## src/rtl/piano_pkg.sv

```systemverilog
// piano_pkg: shared scan codes, note indices and the PS/2 scan-code-to-note map
package piano_pkg;

  localparam logic [7:0] NOTE_SILENT = 8'd99;
  localparam logic [7:0] NOTE_NONE   = 8'd0;
  localparam logic [7:0] SC_BREAK    = 8'hF0;
  localparam logic [7:0] SC_EXT      = 8'hE0;

  localparam logic [7:0] NOTE_LOW_BASE  = 8'd1;
  localparam logic [7:0] NOTE_MID_BASE  = 8'd8;
  localparam logic [7:0] NOTE_HIGH_BASE = 8'd15;

  typedef enum logic [1:0] {
    ST_IDLE,
    ST_DATA,
    ST_PARITY,
    ST_STOP
  } frame_state_e;

  // Bottom row Z..M, middle row A..J, top row Q..U; anything else is unmapped (0)
  function automatic logic [7:0] scan_to_note(input logic [7:0] scan);
    case (scan)
      8'h1A: scan_to_note = NOTE_LOW_BASE + 8'd0;
      8'h22: scan_to_note = NOTE_LOW_BASE + 8'd1;
      8'h21: scan_to_note = NOTE_LOW_BASE + 8'd2;
      8'h2A: scan_to_note = NOTE_LOW_BASE + 8'd3;
      8'h32: scan_to_note = NOTE_LOW_BASE + 8'd4;
      8'h31: scan_to_note = NOTE_LOW_BASE + 8'd5;
      8'h3A: scan_to_note = NOTE_LOW_BASE + 8'd6;
      8'h1C: scan_to_note = NOTE_MID_BASE + 8'd0;
      8'h1B: scan_to_note = NOTE_MID_BASE + 8'd1;
      8'h23: scan_to_note = NOTE_MID_BASE + 8'd2;
      8'h2B: scan_to_note = NOTE_MID_BASE + 8'd3;
      8'h34: scan_to_note = NOTE_MID_BASE + 8'd4;
      8'h33: scan_to_note = NOTE_MID_BASE + 8'd5;
      8'h3B: scan_to_note = NOTE_MID_BASE + 8'd6;
      8'h15: scan_to_note = NOTE_HIGH_BASE + 8'd0;
      8'h1D: scan_to_note = NOTE_HIGH_BASE + 8'd1;
      8'h24: scan_to_note = NOTE_HIGH_BASE + 8'd2;
      8'h2D: scan_to_note = NOTE_HIGH_BASE + 8'd3;
      8'h2C: scan_to_note = NOTE_HIGH_BASE + 8'd4;
      8'h35: scan_to_note = NOTE_HIGH_BASE + 8'd5;
      8'h3C: scan_to_note = NOTE_HIGH_BASE + 8'd6;
      default: scan_to_note = NOTE_NONE;
    endcase
  endfunction

endpackage

```

## src/rtl/ps2_rx_frame.sv

```systemverilog
// ps2_rx_frame: synchronizes and filters the PS/2 lines, deframes 11-bit frames with odd parity and timeout
module ps2_rx_frame
  import piano_pkg::*;
#(
  parameter int FILTER_LEN     = 8,
  parameter int TIMEOUT_CYCLES = 100000
) (
  input  logic       iClk,
  input  logic       iReset_n,
  input  logic       ps2_clk_i,
  input  logic       ps2_dat_i,
  output logic [7:0] rx_byte_o,
  output logic       byte_rdy_o,
  output logic       frame_err_o
);

  localparam int FW = $clog2(FILTER_LEN + 1);
  localparam int TW = $clog2(TIMEOUT_CYCLES + 1);
  localparam logic [FW-1:0] FMAX = FW'(FILTER_LEN - 1);
  localparam logic [TW-1:0] TMAX = TW'(TIMEOUT_CYCLES - 1);

  logic [1:0]    clk_sync_q, dat_sync_q;
  logic          filt_q, filt_prev_q;
  logic [FW-1:0] fcnt_q;
  frame_state_e  state_q;
  logic [2:0]    bit_cnt_q;
  logic [7:0]    shift_q, rx_byte_q;
  logic          par_q, byte_rdy_q, frame_err_q;
  logic [TW-1:0] tmo_q;
  logic          fe, dat, par_ok;

  assign fe     = filt_prev_q & ~filt_q;
  assign dat    = dat_sync_q[1];
  assign par_ok = ^{shift_q, par_q};

  assign rx_byte_o   = rx_byte_q;
  assign byte_rdy_o  = byte_rdy_q;
  assign frame_err_o = frame_err_q;

  // Two-flop synchronizers; idle bus level is high
  always_ff @(posedge iClk or negedge iReset_n) begin
    if (!iReset_n) begin
      clk_sync_q <= 2'b11;
      dat_sync_q <= 2'b11;
    end else begin
      clk_sync_q <= {clk_sync_q[0], ps2_clk_i};
      dat_sync_q <= {dat_sync_q[0], ps2_dat_i};
    end
  end

  // Glitch filter: the level flips only after FILTER_LEN consecutive disagreeing samples
  always_ff @(posedge iClk or negedge iReset_n) begin
    if (!iReset_n) begin
      filt_q      <= 1'b1;
      filt_prev_q <= 1'b1;
      fcnt_q      <= '0;
    end else begin
      filt_prev_q <= filt_q;
      if (clk_sync_q[1] == filt_q) begin
        fcnt_q <= '0;
      end else if (fcnt_q == FMAX) begin
        filt_q <= ~filt_q;
        fcnt_q <= '0;
      end else begin
        fcnt_q <= fcnt_q + 1'b1;
      end
    end
  end

  // Frame FSM with inter-edge timeout; a timeout loses to a falling edge in the same cycle
  always_ff @(posedge iClk or negedge iReset_n) begin
    if (!iReset_n) begin
      state_q     <= ST_IDLE;
      bit_cnt_q   <= '0;
      shift_q     <= '0;
      par_q       <= 1'b0;
      rx_byte_q   <= '0;
      byte_rdy_q  <= 1'b0;
      frame_err_q <= 1'b0;
      tmo_q       <= '0;
    end else begin
      byte_rdy_q  <= 1'b0;
      frame_err_q <= 1'b0;
      tmo_q       <= (state_q == ST_IDLE || fe) ? '0 : tmo_q + 1'b1;
      case (state_q)
        ST_IDLE: if (fe && !dat) begin
          state_q   <= ST_DATA;
          bit_cnt_q <= '0;
        end
        ST_DATA: if (fe) begin
          shift_q   <= {dat, shift_q[7:1]};
          bit_cnt_q <= bit_cnt_q + 1'b1;
          if (bit_cnt_q == 3'd7) state_q <= ST_PARITY;
        end
        ST_PARITY: if (fe) begin
          par_q   <= dat;
          state_q <= ST_STOP;
        end
        ST_STOP: if (fe) begin
          state_q <= ST_IDLE;
          if (par_ok && dat) begin
            rx_byte_q  <= shift_q;
            byte_rdy_q <= 1'b1;
          end else begin
            frame_err_q <= 1'b1;
          end
        end
        default: state_q <= ST_IDLE;
      endcase
      if (state_q != ST_IDLE && !fe && tmo_q == TMAX) begin
        state_q     <= ST_IDLE;
        frame_err_q <= 1'b1;
      end
    end
  end

endmodule

```

## src/rtl/ps2_key_decoder.sv

```systemverilog
// ps2_key_decoder: turns PS/2 make/break/extended byte streams into a held piano note index
module ps2_key_decoder
  import piano_pkg::*;
#(
  parameter int FILTER_LEN     = 8,
  parameter int TIMEOUT_CYCLES = 100000
) (
  input  logic       iClk,
  input  logic       iReset_n,
  input  logic       iPs2_Clk,
  input  logic       iPs2_Dat,
  output logic [7:0] oKey_Code,
  output logic       oKey_Valid,
  output logic       oFrame_Err
);

  logic [7:0] rx_byte, note;
  logic       byte_rdy, frame_err;
  logic       ext_q, brk_q, valid_q, err_q;
  logic [7:0] held_q, key_q;

  ps2_rx_frame #(
    .FILTER_LEN     (FILTER_LEN),
    .TIMEOUT_CYCLES (TIMEOUT_CYCLES)
  ) u_rx (
    .iClk        (iClk),
    .iReset_n    (iReset_n),
    .ps2_clk_i   (iPs2_Clk),
    .ps2_dat_i   (iPs2_Dat),
    .rx_byte_o   (rx_byte),
    .byte_rdy_o  (byte_rdy),
    .frame_err_o (frame_err)
  );

  assign note       = scan_to_note(rx_byte);
  assign oKey_Code  = key_q;
  assign oKey_Valid = valid_q;
  assign oFrame_Err = err_q;

  // Prefix tracking and held-key decode; errors are delayed one cycle so they align with key updates
  always_ff @(posedge iClk or negedge iReset_n) begin
    if (!iReset_n) begin
      ext_q   <= 1'b0;
      brk_q   <= 1'b0;
      held_q  <= '0;
      key_q   <= NOTE_SILENT;
      valid_q <= 1'b0;
      err_q   <= 1'b0;
    end else begin
      valid_q <= 1'b0;
      err_q   <= frame_err;
      if (frame_err) begin
        ext_q <= 1'b0;
        brk_q <= 1'b0;
      end else if (byte_rdy) begin
        if (rx_byte == SC_EXT) begin
          ext_q <= 1'b1;
        end else if (rx_byte == SC_BREAK) begin
          brk_q <= 1'b1;
        end else begin
          ext_q <= 1'b0;
          brk_q <= 1'b0;
          if (!ext_q && brk_q && held_q != 8'h00 && rx_byte == held_q) begin
            key_q   <= NOTE_SILENT;
            valid_q <= 1'b1;
            held_q  <= '0;
          end else if (!ext_q && !brk_q && note != NOTE_NONE) begin
            held_q <= rx_byte;
            if (note != key_q) begin
              key_q   <= note;
              valid_q <= 1'b1;
            end
          end
        end
      end
    end
  end

endmodule
```

## config.mk

```make
export PLATFORM = sky130hd
export DESIGN_NAME = ps2_key_decoder
export DESIGN_NICKNAME = d
export VERILOG_FILES = /design/src/rtl/piano_pkg.sv /design/src/rtl/ps2_rx_frame.sv /design/src/rtl/ps2_key_decoder.sv
export SDC_FILE = /design/constraint.sdc
export NUM_CORES = 1
export LEC_CHECK = 0
export ABC_AREA = 0
export BUFFER_PORTS_ARGS = -buffer_cell sky130_fd_sc_hd__buf_4
export CAP_MARGIN = 0
export CORE_MARGIN = 1
export CORE_UTILIZATION = 56
export CTS_CLUSTER_DIAMETER = 60
export DETAILED_ROUTE_END_ITERATION = 8
export GPL_TIMING_DRIVEN = 1
export PLACE_DENSITY = 0.76
export SLEW_MARGIN = 25
export SYNTH_ARGS = -nofsm -noshare
export SYNTH_HDL_FRONTEND = slang
export SYNTH_SLANG_ARGS = --single-unit
```

## constraint.sdc

```tcl
create_clock -name iClk -period 2.51 [get_ports iClk]
set_input_delay 0.3765 -clock iClk [delete_from_list [all_inputs] [get_ports iClk]]
set_output_delay 0.3765 -clock iClk [all_outputs]
set_load 0.03 [all_outputs]
```

==> impl_metrics.toml <==
[clock_tree]
clock-sinks = 69
cts_tree = "built"
numCtsBuffers = 9
cts-root-buf = "clkbuf_8"
clk_pin_slew_ns = 0.08
cts_buffer_depth = 2
clk_latency_ns = 0.34
htreeDepth = 3

[global_routing]
grt_pass1_wl_um = 11700
grt-ovfl-total = 0
grt.total_usage = 0.230
antenna_found_initial = 0
grt_pass1_vias = 2503
grt_max_degree = 70

[finish]
synthToLayoutAreaGrowth_pct = 14.7
layout-drive-gt1-share = 0.272
diodes = 0
nets = 390
final_util = 0.685

[outcome]
status = "finished with violations"
violations = "negative setup slack"

[timing]
fin_setup_tns_ns = -0.0635
setup_viol = 4
rsz0062_at_grt = "yes"
post-route-period-util = 1.01
skew_ns = 0.00745
fmax_mhz = 395
post-route-min-period_ns = 2.53
setup_ws_ns = -0.0213
slew-limit-headroom = 0.439
slew_violations = 0
worst_pin_slew_ns = 0.842
final_hold_viol_count = 0

[floorplanning]
io_pins = 14
core_area_mm2 = 0.00610
dieHeight_um = 82.6
num_rows = 28
initial_core_util = 0.597
dieArea_mm2 = 0.00682
fp.dieW_um = 82.6

[logic_synthesis]
ys_seq_area_frac = 0.478
synth-edff-count = 0
yosysUniqueCellTypes = 61
synth_cells = 346
syn_nets = 358
ys_ff_latch = 69
postSynthAreaPerCell_um2 = 10.5
synth.cell_area_mm2 = 0.00364
yosysWarnings = 0
synth-main-ff-cell = "dfrtp_1"
async_reset_ff_frac = 1.00

[critical_path]
cp_slowest_cell = "or4_4"
path_max_fanout = 4
critPathCaptureType = "register"
crit_chain = "or4_4 -> o41ai_4 -> a2111oi_4 -> a211oi_2 -> nand4b_1 -> o21ai_4 -> mux2_4"
r2r-start = "held_q[4]"
max_stage_delay_ns = 0.55
arrival_ns = 2.76
startpoint_type = "register"
path_class = "reg2reg"
cp.required_ns = 2.74
critPathTopFamily = "compound AO/OA/AOI/OAI gates"
rrSetupSlack_ns = -0.02
critPathLaunch = "held_q[4]"
cp_num_buf_inv = 0

[pwr]
p_per_area_mw_per_mm2 = 687
p_int_mw = 1.99
ir_worst_vdd_mv = 0.647
sequentialPowerShare = 0.473
leakagePower_nw = 1.86
netSwitchingFraction = 0.307
clkPwrFrac = 0.322
p_comb_frac = 0.205
switching_power_mw = 0.879
design_power_total_mw = 2.87

[routing]
viasPerCell = 5.71
ant_nets = 0
drt_first_iter_violations = 146
first_pass_iters = 4
drc = 0
routed_wl_um = 7070
vias = 2614
post_drt_wl_per_cell_um = 15.4

[placement]
numPortBuffers = 12
dp_hpwl_um = 4930
place_congestion = 0.852

[min_path]
hp-class = "in2async"

[flow_run]
cap_violations = 0
## final cells by class
class                      count  area, µm²
clock buffer                  10        138
clock inverter                 6       70.1
fill                         452       1920
inverter                      12       45.0
multi-input combinational    250       1810
sequential                    69       1740
tap                           75       93.8
timing repair buffer          36        270
## path summary, 6_finish.rpt
check	endpoint	cells past startpoint
worst max register to register	oKey_Code[2]	7
max in group asynchronous	u_rx.rx_byte_o[0]	1
worst max-delay path	oKey_Code[2]	7
min in group iClk	u_rx.dat_sync_q[0]	1
worst min-delay path	u_rx.tmo_q[0]	1
worst min register to register	u_rx.dat_sync_q[1]	0
## what timing repair did
| item | 4_1_cts | 5_1_grt |
|---|---|---|
| cloned | 0 | 1 |
| pin swaps | 1 | 5 |
| hold buffers | 0 | 0 |
| setup buffers | 1 | 1 |
| setup endpoints to repair | 5 | 13 |
| gates resized for setup | 2 | 9 |
## sequential cells by signal, summed over array words and instances (netlist names), 3 cells and up
register        cells
u_rx.tmo_q         17
u_rx.bit_cnt_q      3
held_q              8
u_rx.shift_q        8
oKey_Code           6
u_rx.fcnt_q         4
u_rx.rx_byte_o      8
## power by group through the flow
| stage | logic, mW | registers (mW) | clock network (mW) |
|---|---|---|---|
| after detailed placement | 0.593 | 1.38 | 0 |
| after CTS | 0.592 | 1.36 | 0.942 |
| after floorplan | 0.468 | 1.35 | 0 |
| after global routing | 0.676 | 1.37 | 0.991 |
| final | 0.587 | 1.36 | 0.924 |
| after global placement | 0.563 | 1.37 | 0 |
## kinds of logic (layout without fill, tap and decap cells)
kind of cell               after synthesis  count (layout)  synth area share
buffers and inverters                   28              64            0.0334
DFF                                     69              69             0.478
and+or+nand+nor                        129             129             0.182
other                                    1               1           0.00103
adders and majority gates                9               9            0.0303
AOI/OAI and AO/OA                       53              54             0.124
muxes                                   23              23            0.0705
xor gates and xnor gates                34              34            0.0819
## worst register-to-register path, stage by stage (launching register included)
cell,delay [ns]
dfrtp_1,0.38
or4_4,0.55
o41ai_4,0.39
a2111oi_4,0.16
a211oi_2,0.17
nand4b_1,0.20
o21ai_4,0.25
mux2_4,0.32
## metrics by stage
stage / hold slack, ns / cell area, µm² / worst slack (ns) / std cells
3_3_place_gp: 0.346 / 3910 / 0.0450 / 439
3_5_place_dp: 0.350 / 3910 / -0.0560 / 439
5_1_grt: 0.112 / 4170 / -0.106 / 458
6_report: 0.122 / 4170 / -0.0213 / 458
4_1_cts: 0.124 / 4130 / -0.0122 / 456
2_1_floorplan: 0.0809 / 3640 / 0.0393 / 346
## metal layers
layer / up-vias / track usage / wire (µm)
li1: 1286 / - / -
met1: 1263 / 0.322 / 3390
met2: 57 / 0.349 / 3300
met3: 8 / 0.0527 / 298
met4: 0 / 0.0845 / 82
met5: - / 0 / 0
## synth_stat cells, types with 5 or more instances
| master | number | area, µm² |
|---|---|---|
| xor2_1 | 12 | 105 |
| a21oi_1 | 8 | 40.0 |
| clkbuf_1 | 7 | 26.3 |
| o21ai_0 | 10 | 50.1 |
| nand4_1 | 8 | 50.1 |
| dfrtp_1 | 60 | 1500 |
| nand3_1 | 16 | 80.1 |
| nor2_1 | 39 | 146 |
| mux2_2 | 21 | 236 |
| nand2_1 | 25 | 93.8 |
| xnor2_1 | 22 | 193 |
| buf_2 | 7 | 35.0 |
| dfstp_2 | 9 | 236 |
| ha_1 | 8 | 100 |
| nor3_1 | 5 | 25.0 |
| inv_1 | 12 | 45.0 |
## placed cells by master (no fill, tap or decap), types with 2 or more instances in the layout
| master | instances |
|---|---|
| mux2_4 | 3 |
| or2b_2 | 3 |
| dfrtp_1 | 57 |
| o21ai_0 | 10 |
| nand2b_1 | 4 |
| ha_1 | 8 |
| a32oi_1 | 4 |
| nor4_1 | 2 |
| nor2b_1 | 4 |
| clkinvlp_4 | 3 |
| or2_2 | 3 |
| and2_1 | 2 |
| nand3b_1 | 3 |
| mux2_2 | 18 |
| xor2_1 | 12 |
| a211oi_1 | 2 |
| dfstp_2 | 9 |
| inv_1 | 12 |
| nor2_1 | 38 |
| inv_6 | 2 |
| nand4_1 | 8 |
| a31oi_1 | 3 |
| a21oi_1 | 8 |
| buf_4 | 36 |
| dfrtp_2 | 3 |
| o211ai_1 | 2 |
| mux2i_1 | 2 |
| and3_1 | 2 |
| nand2_1 | 25 |
| nor3b_1 | 3 |
| xnor2_1 | 22 |
| or3_1 | 2 |
| a311oi_1 | 2 |
| clkbuf_8 | 10 |
| o31ai_1 | 2 |
| nor3_1 | 5 |
| nand3_1 | 16 |
| a32o_1 | 2 |
(Power assumes the default switching activity.)
